--- src/rtl/specmd_pkg.sv ---
// specmd_pkg: shared definitions for the FP mul/div special-case resolver.
// Latency: n/a (types, constants and a combinational classifier only).
// Backpressure: n/a.
// Contents: flag bit indices, flq field offsets as functions of FRAC_W, the
// 4-bit flag vector type, the class struct and specmd_classify().
package specmd_pkg;

  // Operand flag bit positions; at most one is set per operand.
  localparam int FL_ZERO = 3;
  localparam int FL_INF  = 2;
  localparam int FL_QNAN = 1;
  localparam int FL_SNAN = 0;

  typedef logic [3:0] fl_t;

  // Field order matches the top five bits of flq: {ZERO,INF,NAN,INV,DBZ}.
  typedef struct packed {
    logic zero;
    logic inf;
    logic nan;
    logic inv;
    logic dbz;
  } cls_t;

  // flq layout: {ZERO,INF,NAN,INV,DBZ,sig[FRAC_W:0]}
  function automatic int flq_width(input int frac_w);
    return frac_w + 6;
  endfunction

  function automatic int flq_dbz(input int frac_w);
    return frac_w + 1;
  endfunction

  function automatic int flq_inv(input int frac_w);
    return frac_w + 2;
  endfunction

  function automatic int flq_nan(input int frac_w);
    return frac_w + 3;
  endfunction

  function automatic int flq_inf(input int frac_w);
    return frac_w + 4;
  endfunction

  function automatic int flq_zero(input int frac_w);
    return frac_w + 5;
  endfunction

  // Resolves the result class from the operand flags. Priority is
  // NaN > INF > ZERO, so INF and ZERO are masked whenever NAN is set.
  function automatic cls_t specmd_classify(input logic fdiv, input fl_t fla, input fl_t flb);
    cls_t r;
    logic na, nb, za, zb, ia, ib, fa, fb;
    na = fla[FL_QNAN] | fla[FL_SNAN];
    nb = flb[FL_QNAN] | flb[FL_SNAN];
    za = fla[FL_ZERO];
    zb = flb[FL_ZERO];
    ia = fla[FL_INF];
    ib = flb[FL_INF];
    fa = !ia && !na;
    fb = !ib && !nb;
    r.inv  = fla[FL_SNAN] | flb[FL_SNAN] |
             (fdiv ? ((za && zb) || (ia && ib)) : ((za && ib) || (ia && zb)));
    r.nan  = na | nb | r.inv;
    // A finite nonzero dividend over zero can never also be a NaN case.
    r.dbz  = fdiv && fa && !za && zb;
    r.inf  = !r.nan && (fdiv ? ((ia && fb) || r.dbz) : ((ia && !zb) || (ib && !za)));
    r.zero = !r.nan && (fdiv ? ((za && !zb) || (fa && ib)) : ((za && fb) || (zb && fa)));
    return r;
  endfunction

endpackage

--- src/rtl/specmd_stage.sv ---
// specmd_stage: one valid/data pipeline slot with load/hold.
// Latency: 1 cycle when loaded.
// Backpressure: holds valid and data while load is low; data only updates on valid loads.
// Ports: clk, rst_n (sync, active-low), load (slot accepts in_v/in_d),
//        in_v/in_d (upstream slot), v/d (registered slot contents).
module specmd_stage #(
  parameter int W = 8
) (
  input  logic         clk,
  input  logic         rst_n,
  input  logic         load,
  input  logic         in_v,
  input  logic [W-1:0] in_d,
  output logic         v,
  output logic [W-1:0] d
);

  always_ff @(posedge clk) begin
    if (!rst_n) begin
      v <= 1'b0;
      d <= '0;
    end else if (load) begin
      v <= in_v;
      // Bubbles do not disturb the data register.
      if (in_v) d <= in_d;
    end
  end

endmodule

--- src/rtl/specmd_pipe.sv ---
// specmd_pipe: pipelined special-case resolver for the FP multiply/divide path.
// Latency: STAGES cycles (legal 1..4) from input handshake to out_valid, 1 op/cycle.
// Backpressure: valid/ready chain; in_ready falls combinationally from out_ready when full.
// Parameters: FRAC_W stored fraction width, STAGES pipeline depth.
// Ports: clk, rst_n (sync, active-low); in_valid/in_ready, fdiv, sa, sb, fla, flb,
//        nan_a, nan_b on the input side; out_valid/out_ready, sq, flq on the output
//        side, flq = {ZERO,INF,NAN,INV,DBZ,sig[FRAC_W:0]}.
// Build option SPECMD_STICKY_EN adds clr_sticky (in), sticky_inv, sticky_dbz (out):
// exception bits accumulated over output handshakes.
module specmd_pipe
  import specmd_pkg::*;
#(
  parameter int FRAC_W = 52,
  parameter int STAGES = 2
) (
  input  logic              clk,
  input  logic              rst_n,
  input  logic              in_valid,
  output logic              in_ready,
  input  logic              fdiv,
  input  logic              sa,
  input  logic              sb,
  input  logic [3:0]        fla,
  input  logic [3:0]        flb,
  input  logic [FRAC_W:0]   nan_a,
  input  logic [FRAC_W:0]   nan_b,
  output logic              out_valid,
  input  logic              out_ready,
  output logic              sq,
  output logic [FRAC_W+5:0] flq
`ifdef SPECMD_STICKY_EN
  ,
  input  logic              clr_sticky,
  output logic              sticky_inv,
  output logic              sticky_dbz
`endif
);

  localparam int FLQ_W = flq_width(FRAC_W);
  localparam int DW    = FLQ_W + 1;  // {sq, flq}

  cls_t            cls;
  logic            na, nb;
  logic [FRAC_W:0] sig;
  logic [DW-1:0]   d_in;

  // Stage-0 classification; everything after it is pure delay.
  always_comb begin
    cls = specmd_classify(fdiv, fla, flb);
    na  = fla[FL_QNAN] | fla[FL_SNAN];
    nb  = flb[FL_QNAN] | flb[FL_SNAN];
    sig = '0;
    if (cls.nan) begin
      if (na) begin
        sig = nan_a;
      end else if (nb) begin
        sig = nan_b;
      end else begin
        sig[FRAC_W] = 1'b1;
      end
      // Quiet bit: propagated signalling NaNs come out quiet.
      sig[FRAC_W-1] = 1'b1;
    end
    d_in = {(sa ^ sb) & ~cls.nan, cls, sig};
  end

  logic [STAGES-1:0] v;
  logic [DW-1:0]     d [STAGES];
  logic [STAGES:0]   en;

  // en[k]: slot k loads this cycle. A slot loads if empty or if its
  // occupant moves on; en[STAGES] is the output handshake.
  always_comb begin
    en         = '0;
    en[STAGES] = out_ready;
    for (int k = STAGES - 1; k >= 0; k--) begin
      en[k] = !v[k] || en[k+1];
    end
  end

  assign in_ready = en[0];

  for (genvar k = 0; k < STAGES; k++) begin : g_stage
    if (k == 0) begin : g_first
      specmd_stage #(.W(DW)) u_stage (
        .clk  (clk),
        .rst_n(rst_n),
        .load (en[0]),
        .in_v (in_valid),
        .in_d (d_in),
        .v    (v[0]),
        .d    (d[0])
      );
    end else begin : g_next
      specmd_stage #(.W(DW)) u_stage (
        .clk  (clk),
        .rst_n(rst_n),
        .load (en[k]),
        .in_v (v[k-1]),
        .in_d (d[k-1]),
        .v    (v[k]),
        .d    (d[k])
      );
    end
  end

  assign out_valid = v[STAGES-1];
  assign sq        = d[STAGES-1][DW-1];
  assign flq       = d[STAGES-1][FLQ_W-1:0];

`ifdef SPECMD_STICKY_EN
  logic out_hs;
  assign out_hs = out_valid & out_ready;

  // A clear and a same-cycle handshake: the clear applies to the old value,
  // the new exception still lands.
  always_ff @(posedge clk) begin
    if (!rst_n) begin
      sticky_inv <= 1'b0;
      sticky_dbz <= 1'b0;
    end else begin
      sticky_inv <= (sticky_inv & ~clr_sticky) | (out_hs & flq[flq_inv(FRAC_W)]);
      sticky_dbz <= (sticky_dbz & ~clr_sticky) | (out_hs & flq[flq_dbz(FRAC_W)]);
    end
  end
`endif

  // Operand flags are one-hot or empty; anything else is out of contract.
  a_flags_onehot0: assert property (@(posedge clk) disable iff (!rst_n)
    in_valid |-> ($onehot0(fla) && $onehot0(flb)));

endmodule
--- config.mk ---
export PLATFORM = sky130hd
export DESIGN_NAME = specmd_pipe
export DESIGN_NICKNAME = d
export VERILOG_FILES = /design/src/rtl/specmd_pkg.sv /design/src/rtl/specmd_stage.sv /design/src/rtl/specmd_pipe.sv
export SDC_FILE = /design/constraint.sdc
export NUM_CORES = 1
export LEC_CHECK = 0
export ABC_CLOCK_PERIOD_IN_PS = 2020
export CAP_MARGIN = 20
export CORE_UTILIZATION = 46
export CTS_BUF_LIST = sky130_fd_sc_hd__clkbuf_4
export CTS_CLUSTER_SIZE = 28
export DETAILED_ROUTE_END_ITERATION = 8
export PLACE_DENSITY = 0.94
export SYNTH_ARGS = -nofsm -noshare
export SYNTH_HDL_FRONTEND = slang
export SYNTH_SLANG_ARGS = --single-unit
--- constraint.sdc ---
create_clock -name clk -period 2.02 [get_ports clk]
set_input_delay 0.202 -clock clk [delete_from_list [all_inputs] [get_ports clk]]
set_output_delay 0.202 -clock clk [all_outputs]
set_load 0.005 [all_outputs]
==> impl_metrics.toml <==
[detailed_routing]
drtPass1Iterations = 5
wl_um = 12940
drc = 0
vias = 4299
drt_iter0_drc = 223
wl_per_cell_um = 16.03
ant_nets = 0
via_per_inst = 5.327

[yosys]
netlist-cell-type-count = 31
synthCells = 540
ys_seq_area_share_pct = 48.60
syn_avg_cell_area_um2 = 9.002
ys_ff_latch = 118
syn_nets = 661
synth_area_mm2 = 0.004861
yosysWarnings = 0

[clock_network]
cts_hold_buf = 0
post_cts_resized = 0
cts_root_buffer = "clkbuf_4"
insertion_delay_ns = 0.51
cts_sinks = 118
cts_setup_buffers = 0
cts_tree = "done"
clk_pin_slew_ns = 0.12
htreeDepth = 4
clockBufferDepth = 2
cts_buffers = 17

[floorplanning]
num_rows = 37
core_area_mm2 = 0.01028
ios = 182
die_area_mm2 = 0.01098
die_h_um = 104.8
initial_utilization_pct = 47.30
die_x_um = 104.8

[job]
drv_cap = 0

[worst_setup_path]
cpPeakStageDelay_ns = 0.49
cp_cell_sequence = "nand3b_4 -> clkdlybuf4s50_1"
path_max_fanout = 5
rrSetupSlack_ns = 0.30
start_kind = "flop"
worstPathArrival_ns = 1.59
cp_data_required_time_ns = 1.82
path_class = "reg -> out"
path_buf_inv = 1
crit_family = "buffers and inverters"
crit_path_end_kind = "output pin"
critPathSlowestCell = "clkdlybuf4s50_1"

[timing]
fmax_mhz = 559.3
maxSlewHeadroom_pct = 76.88
slew_viol_final = 0
hold_viol_final = 0
setup_violations = 0
min_period_ns = 1.788
tightest_slew_ns = 0.3436
finalSetupTns_ns = 0
finalCritPeriodShare_pct = 88.51
fin_skew_ns = 0.02196
rsz0062_at_grt = "false"

[cells_and_area]
final_nets = 780
diodes = 0
syn_to_final_growth_pct = 37.35
layoutNonFillerInstCount = 807
layout-drive-gt1-share_pct = 8.048

[global_route]
grt_pass1_wl_um = 20740
grt_use_total_pct = 24.05
grt_max_degree = 37
antenna_found_initial = 0
grt_pass1_vias = 4346
grt_overflow = 0

[pwr]
p_leak_uw = 0.002461
peakVddDrop_uv = 621.5
p_per_area_mw_per_mm2 = 730.7

[place]
port_buffers = 179
dpl.hpwl_um = 9082
dp_cells = 776
gp_congestion = 0.8741

[hold_path]
hp-class = "in -> reg"

[run_status]
outcome = "completed"
==> per-layer routing <==
metal / GRT usage [%] / routed length, µm
met1: 26.42 / 5121
met2: 42.43 / 6475
met3: 7.923 / 1042
met4: 9.960 / 300
met5: 0 / 0
==> layout by cell type, fill, tap and decap left out, types with 6 or more instances in the layout <==
master,Yosys,layout
clkdlybuf4s50_1,0,179
nand2_1,122,121
dfxtp_1,118,118
a21oi_1,65,64
and2_1,52,51
a221o_1,51,51
clkbuf_4,0,18
buf_4,58,11
clkinvlp_4,0,6
==> registers in the layout, summed over array words and instances (netlist names) <==
signal,flops
g_stage.g_next.u_stage.d,58
g_stage.g_first.u_stage.d,58
g_stage.g_first.u_stage.v,1
g_stage.g_next.u_stage.v,1
==> worst reg2reg max path: stages, from the launching register on <==
cell and delay (ns):
dfxtp_1 0.45, nand3b_4 0.14, and2_4 0.20, and4b_2 0.23, buf_4 0.23, a221o_1 0.35
==> report_power, final <==
part / leakage, µW / switching, µW / internal (µW) / total (µW)
Combinational: 0.00136 / 252 / 381 / 632
Clock: 0.000140 / 899 / 858 / 1760
Sequential: 0.000963 / 55.1 / 2430 / 2490
Total: 0.00246 / 1210 / 3670 / 4880
==> synth_stat cells <==
cell        n  share of area [%]
nand2_1   122                9.4
and2_4      1               0.18
xor2_1      1               0.18
buf_4      58                9.0
or2_2       1               0.13
buf_2       6               0.62
clkbuf_1   22                1.7
clkbuf_2    1               0.10
buf_1       1              0.077
nand3_1     1               0.10
a221o_1    51                 11
a31oi_1     1               0.13
and2_1     52                6.7
nor4_1      1               0.13
nor3_1      5               0.51
buf_6       6                1.4
mux2i_1     1               0.21
a311oi_1    1               0.18
or3_1       1               0.13
a22oi_1     1               0.15
a221oi_1    4               0.72
and4b_1     1               0.21
dfxtp_1   118                 49
nor3_2      1               0.21
nor2_1      3               0.23
a22o_1      3               0.54
a21oi_1    65                6.7
nand2b_1    1               0.13
o21ai_0     3               0.31
nand3b_4    1               0.41
inv_1       6               0.46
==> cell families (layout without fill, tap and decap cells) <==
group | Yosys count | after routing | synth area share (%)
DFF | 118 | 118 | 48.60
xor gates and xnor gates | 1 | 1 | 0.1802
and+or+nand+nor | 191 | 191 | 18.48
AOI/OAI and AO/OA | 129 | 129 | 19.23
muxes | 1 | 1 | 0.2059
buffers and inverters | 100 | 231 | 13.31
==> metrics by stage <==
stage                     setup slack [ns]  total power [µW]  area (µm²)  util, %  hold slack, ns
after detailed placement           0.05689              3167        6384    62.11          0.4398
after global placement              0.1149              3139        6384    62.11          0.4325
final                               0.2321              4878        6676    64.96          0.2990
after global routing                0.1123              5084        6676    64.96          0.2225
after floorplan                     0.5322              2800        4861        -          0.3315
after CTS                           0.1840              4913        6676    64.96          0.2499
==> worst paths after layout <==
kind | to | from | cells past startpoint
min reg2reg | g_stage[1].g_next.u_stage.d[12] | g_stage[0].g_first.u_stage.d[12] | 2
min | g_stage[0].g_first.u_stage.d[4] | nan_b[4] | 2
max | in_ready | g_stage[0].g_first.u_stage.v | 2
max reg2reg | g_stage[0].g_first.u_stage.d[33] | g_stage[0].g_first.u_stage.v | 5
==> final cells by class <==
type | instances | area (µm²)
Clock inverter | 13 | 157.7
Sequential cell | 118 | 2362
Clock buffer | 18 | 135.1
Inverter | 6 | 22.52
Tap cell | 136 | 170.2
Timing Repair Buffer | 194 | 1954
Fill cell | 803 | 3601
Multi-Input combinational cell | 322 | 1874
(Power assumes the default switching activity.)
